===== src/rtl/multiply_arbiter_pkg.sv =====
// Shared constants for the multiply arbiter: default operand width, requester count,
// and the tag width used to identify requesters in flight.
package multiply_arbiter_pkg;

    localparam int ARGW_DEF = 16;
    localparam int N_DEF    = 4;

    // Tag width never collapses to zero bits, even for degenerate requester counts.
    function automatic int tag_width(input int n);
        return (n > 1) ? $clog2(n) : 1;
    endfunction

    localparam int TAGW = tag_width(N_DEF);

endpackage


===== src/rtl/multiply_arbiter_tag_fifo.sv =====
// Purpose: small in-order FIFO of requester tags for products still in the multiplier.
// Latency: head valid the cycle after push; push and pop both take effect at the next edge.
// Backpressure: push ignored while full (even with a same-cycle pop); pop ignored while empty.
module tag_fifo #(
    parameter int W     = 2,
    parameter int DEPTH = 2
) (
    input  logic         clk,
    input  logic         rst,
    input  logic         push,
    input  logic         pop,
    input  logic [W-1:0] din,
    output logic         full,
    output logic         empty,
    output logic [W-1:0] head
);

    localparam int AW = (DEPTH > 1) ? $clog2(DEPTH) : 1;
    localparam int CW = $clog2(DEPTH + 1);

    logic [W-1:0]  mem_q [DEPTH];
    logic [W-1:0]  mem_d [DEPTH];
    logic [AW-1:0] wr_q, wr_d;
    logic [AW-1:0] rd_q, rd_d;
    logic [CW-1:0] cnt_q, cnt_d;
    logic          push_ok;
    logic          pop_ok;

    assign full    = (cnt_q == CW'(DEPTH));
    assign empty   = (cnt_q == '0);
    assign head    = mem_q[rd_q];
    assign push_ok = push & ~full;
    assign pop_ok  = pop & ~empty;

    always_comb begin
        mem_d = mem_q;
        wr_d  = wr_q;
        rd_d  = rd_q;
        cnt_d = cnt_q;
        if (push_ok) begin
            mem_d[wr_q] = din;
            wr_d        = (wr_q == AW'(DEPTH - 1)) ? '0 : wr_q + AW'(1);
        end
        if (pop_ok) begin
            rd_d = (rd_q == AW'(DEPTH - 1)) ? '0 : rd_q + AW'(1);
        end
        case ({push_ok, pop_ok})
            2'b10:   cnt_d = cnt_q + CW'(1);
            2'b01:   cnt_d = cnt_q - CW'(1);
            default: cnt_d = cnt_q;
        endcase
    end

    always_ff @(posedge clk or posedge rst) begin
        if (rst) begin
            mem_q <= '{default: '0};
            wr_q  <= '0;
            rd_q  <= '0;
            cnt_q <= '0;
        end else begin
            mem_q <= mem_d;
            wr_q  <= wr_d;
            rd_q  <= rd_d;
            cnt_q <= cnt_d;
        end
    end

endmodule


===== src/rtl/multiply_arbiter.sv =====
// Purpose: round-robin share of one pipelined multiplier among N requesters, results routed back by tag.
// Latency: zero cycles added on the issue path; products pass straight through to the head requester.
// Backpressure: issue stalls on full tag FIFO or mul_arg_rdy low; a stalled head requester blocks all later results.
module multiply_arbiter
    import multiply_arbiter_pkg::*;
#(
    parameter int ARGW  = ARGW_DEF,
    parameter int N     = N_DEF,
    parameter int DEPTH = 2
) (
    input  logic                  clk,
    input  logic                  rst,
    input  logic [N-1:0]          req_stb,
    input  logic [N*2*ARGW-1:0]   req_dat,
    output logic [N-1:0]          req_rdy,
    output logic [N-1:0]          rsp_stb,
    output logic [2*ARGW-1:0]     rsp_dat,
    input  logic [N-1:0]          rsp_rdy,
    output logic                  mul_arg_stb,
    output logic [2*ARGW-1:0]     mul_arg_dat,
    input  logic                  mul_arg_rdy,
    input  logic                  mul_res_stb,
    input  logic [2*ARGW-1:0]     mul_res_dat,
    output logic                  mul_res_rdy,
    output logic                  err
);

    localparam int TW = tag_width(N);
    localparam int PW = 2 * ARGW;

    logic [TW-1:0] ptr_q, ptr_d;
    logic          err_q, err_d;
    logic [TW-1:0] grant;
    logic [TW-1:0] hi_g, lo_g;
    logic          hi_found;
    logic [TW-1:0] head;
    logic          fifo_full;
    logic          fifo_empty;
    logic          any_req;
    logic          issue;
    logic          pop;
    logic          head_rdy;

    assign any_req     = |req_stb;
    assign mul_arg_stb = any_req & ~fifo_full;
    assign issue       = mul_arg_stb & mul_arg_rdy;
    assign mul_res_rdy = head_rdy & ~fifo_empty;
    assign pop         = mul_res_stb & mul_res_rdy;
    assign rsp_dat     = mul_res_dat;
    assign err         = err_q;

    // Lowest requester at or above ptr wins; otherwise wrap to the lowest requester overall.
    always_comb begin
        hi_g     = '0;
        lo_g     = '0;
        hi_found = 1'b0;
        for (int i = N - 1; i >= 0; i--) begin
            if (req_stb[i]) begin
                lo_g = TW'(i);
                if (i >= int'(ptr_q)) begin
                    hi_g     = TW'(i);
                    hi_found = 1'b1;
                end
            end
        end
        grant = hi_found ? hi_g : lo_g;
    end

    always_comb begin
        mul_arg_dat = '0;
        req_rdy     = '0;
        rsp_stb     = '0;
        head_rdy    = 1'b0;
        for (int i = 0; i < N; i++) begin
            if (grant == TW'(i)) begin
                mul_arg_dat = req_dat[i*PW +: PW];
                req_rdy[i]  = issue;
            end
            if (head == TW'(i)) begin
                rsp_stb[i] = mul_res_stb & ~fifo_empty;
                head_rdy   = rsp_rdy[i];
            end
        end
    end

    always_comb begin
        ptr_d = ptr_q;
        if (issue) begin
            ptr_d = (grant == TW'(N - 1)) ? '0 : grant + TW'(1);
        end
        // A product with no tag outstanding means the multiplier and arbiter disagree.
        err_d = err_q | (mul_res_stb & fifo_empty);
    end

    always_ff @(posedge clk or posedge rst) begin
        if (rst) begin
            ptr_q <= '0;
            err_q <= 1'b0;
        end else begin
            ptr_q <= ptr_d;
            err_q <= err_d;
        end
    end

    tag_fifo #(
        .W     (TW),
        .DEPTH (DEPTH)
    ) u_tag_fifo (
        .clk   (clk),
        .rst   (rst),
        .push  (issue),
        .pop   (pop),
        .din   (grant),
        .full  (fifo_full),
        .empty (fifo_empty),
        .head  (head)
    );

endmodule


===== config.mk =====
export PLATFORM = sky130hd
export DESIGN_NAME = multiply_arbiter
export DESIGN_NICKNAME = d
export VERILOG_FILES = /design/src/rtl/multiply_arbiter_pkg.sv /design/src/rtl/multiply_arbiter_tag_fifo.sv /design/src/rtl/multiply_arbiter.sv
export SDC_FILE = /design/constraint.sdc
export NUM_CORES = 1
export LEC_CHECK = 0
export BUFFER_PORTS_ARGS = -buffer_cell sky130_fd_sc_hd__buf_2
export CAP_MARGIN = 25
export CORE_AREA = 2 2 96 98
export DETAILED_ROUTE_END_ITERATION = 7
export DIE_AREA = 0 0 98 100
export MAX_ROUTING_LAYER = met4
export SLEW_MARGIN = 20
export SYNTH_ARGS = -nofsm -noshare
export SYNTH_HDL_FRONTEND = slang
export SYNTH_SLANG_ARGS = --single-unit

===== constraint.sdc =====
create_clock -name clk -period 3.6 [get_ports clk]
set_input_delay 0.18 -clock clk [delete_from_list [all_inputs] [get_ports clk]]
set_output_delay 0.18 -clock clk [all_outputs]
set_load 0.03 [all_outputs]

==> metrics.md <==
| Metric | Value |
|---|---|
| Total DRC errors in the routed layout | 0 |
| Max Slew Vio Count | 0 |
| Top cell type's share of synthesized area | 16.6% |
| Filler cells | 1000 |
| Clk Latency, worst-skew pair | between 0.2 and 0.25 ns |
| Via count | 2685 |
| Final net count | 636 |
| Peak supply drop | 0.371 mV |
| Power per standard cell area | 822 mW/mm^2 |
| Post-synthesis sequential area ratio | 13.4% |
| Syn avg cell area | 6.33 um^2 |
| First-pass GRT wire length | 10600 um |
| CTS root buf | clkbuf_8 |
| Cells after synthesis | roughly 320 |
| DP HPWL | around 6000 um |
| Initial antenna violation count | 0 |
| Arrival @ worst endpoint | 2.79 ns |
| Worst setup EP type | output pin |
| Final setup TNS | 0 ns |
| Die area | 0.00980 mm^2 |
| Fin crit period | 2.97 ns |
| Relative slew slack | between 60 and 70% |
| Syn nets | around 500 |
| Pre-CTS setup slack | 0.851 ns |
| CTS tree | done |
| Remaining antenna violation count | 0 |
| GRT overflow | 0 |
| Synth Register Bits | 11 |
| DRT Pass-1 Iters | 4 |
| Dominant cell type by area after synthesis | a21oi_1 |
| Async SR Flop Fraction | 100% |
| Routed vias/inst | 4.72 |
| # Post-CTS Setup Buffers | 0 |
| Fin crit share | 82.5% |
| Placer Congestion | 0.819 |
| Final Instance Area | between 0.002 and 0.003 mm^2 |
| Row count | 35 |
| Slew at the pin closest to its max-slew limit | 0.543 ns |
| Number of H-tree branching levels | 1 |
| Number of diodes | 0 |
| Final worst slack | 0.629 ns |
| Unrepaired setup endpoints after global routing | no |
| Overall power | 2.38 mW |
| Most frequent cells in the layout | buf_2, nand2_1, a21oi_1 |
| Fmax | 337 MHz |
| Top-level I/O count | 247 |
| Layout cells sized above 1 | between 40% and 50% |
| Placed Area | 0.00284 mm^2 |
| Chip width | ~98 um |
| Initial Utilization | between 20% and 30% |
| Final Skew | 0.00464 ns |
| CORE AREA | 0.00889 mm^2 |
| CTS Sinks | 11 |
| # resized after CTS | 0 |
| Crit Path Max Fanout | 38 |
| Mapped cell area | 0.00205 mm^2 |
| Hold Path Class | input pin to register |
| Hold buffers post-CTS | 1 |
| P_leak | 1.43 nW |
| WL final | between 7000 and 8000 um |
| WL/cell | approximately 13 um |
| Number of synthesized flops with an enable pin | 0 |
| CP required | 3.42 ns |
| Synth cell types | 32 |
| Final hold violations | 0 |
| Vias in the first global route | 2208 |
| GRT Util Overall | a little over an eighth |
| Setup crit start kind | register |
| Max Cap Violations | 0 |
| Synth top area cells | a21oi_1, dfrtp_1, nand2_1 |
| Bufs on Longest Clock Path | 2 |
| Clock slew seen by the registers of the worst setup and hold paths | 0.05 ns |
| Leading cell type in the layout, fill and taps excluded | buf_2 |
| Setup-failing EPs final | 0 |
| Iter 0 DRT Violations | 85 |
| Die Y | roughly 100 um |
| Post-synth top flop | dfrtp_1 |
| Status | completed |
| Largest net degree at the start of global routing | 40 |
| Synth Warn # | 0 |
| Min Hold Slack | 0.170 ns |
| Synth-to-Final Area Change | 41.1% |
| IO Port Bufs | 182 |
| CTS Buf Count | 3 |
| WS Path Type | register to output pin |
==> state kept, by name, indices dropped and copies added, names as in the netlist <==
signal	cells
err	1
ptr_q	2
u_tag_fifo.rd_q	1
u_tag_fifo.cnt_q	2
u_tag_fifo.mem_q	4
u_tag_fifo.wr_q	1
==> synth_stat cells, types with 2 or more instances <==
cell type,count
a21oi_1,68
and2_1,5
buf_1,2
buf_4,32
clkbuf_1,23
dfrtp_1,11
ha_1,5
inv_1,6
mux2_1,2
mux2_4,2
mux2i_1,4
nand2_1,70
nand2b_1,3
nand3b_1,33
nor2_1,6
o21ai_0,31
o21ai_1,3
xnor2_1,3
xor2_1,2
==> critical path, stage by stage (launching register included) <==
cell and delay, ns:
dfrtp_1 0.42, a21oi_1 0.14, o21ai_0 0.09, a21oi_1 0.40, inv_1 0.13, ha_2 0.36
buf_12 0.24, nand3b_1 0.16, a21oi_1 0.14, a21oi_1 0.05, o21ai_1 0.18, buf_2 0.23
==> stage by stage <==
step	util (%)	instances
final	32.5	569
after floorplan	-	324
after global placement	31.9	564
after detailed placement	31.9	564
after CTS	32.5	569
after global routing	32.5	569
==> power by group <==
group / internal (mW) / total, mW / switching [mW]
sequential: 0.184 / 0.240 / 0.0554
combinational: 0.710 / 2.01 / 1.30
clock: 0.0778 / 0.124 / 0.0466
==> cells by family (layout without fill, tap and decap cells) <==
kind of cell / after synthesis / after routing / share of synthesized area [%]
simple gates: 123 / 123 / 30.9
compound gates: 106 / 106 / 26.7
xor+xnor: 5 / 5 / 2.14
fa+ha+maj: 5 / 5 / 3.05
mux: 9 / 9 / 5.06
flops: 11 / 11 / 13.4
buf+inv: 65 / 199 / 18.7
==> worst paths after layout <==
kind | endpoint | slack (ns) | from | cells past startpoint
max | mul_arg_dat[22] | 0.63 | ptr_q[1]$_DFFE_PP0P_ | 11
max reg2reg | u_tag_fifo.cnt_q[1]$_DFFE_PP0P_ | 1.59 | u_tag_fifo.rd_q$_DFFE_PP0P_ | 6
min reg2reg | err$_DFF_PP0_ | 0.45 | err$_DFF_PP0_ | 1
max in group asynchronous | u_tag_fifo.rd_q$_DFFE_PP0P_ | 2.85 | rst | 3
min | err$_DFF_PP0_ | 0.17 | mul_res_stb | 2
min in group asynchronous | ptr_q[0]$_DFFE_PP0P_ | 0.46 | rst | 3
==> layout make-up <==
type / instances / area (um^2) / area share, %
inverters: 7 / 38.8 / 1.34
multi-input cells: 248 / 1400 / 48.4
flip-flops and latches: 11 / 275 / 9.52
well taps: 111 / 139 / 4.80
clock buffers: 4 / 45.0 / 1.56
repair buffers: 188 / 996 / 34.4
==> routing by layer <==
layer  up-vias  GRT usage [%]  wire, um
li1       1337              -         -
met1      1175           16.0      2860
met2       159           22.7      3560
met3        14           3.13       752
met4         0           2.99       105
met5         -              -         0
Note: power is estimated with default switching activity, not from simulation.
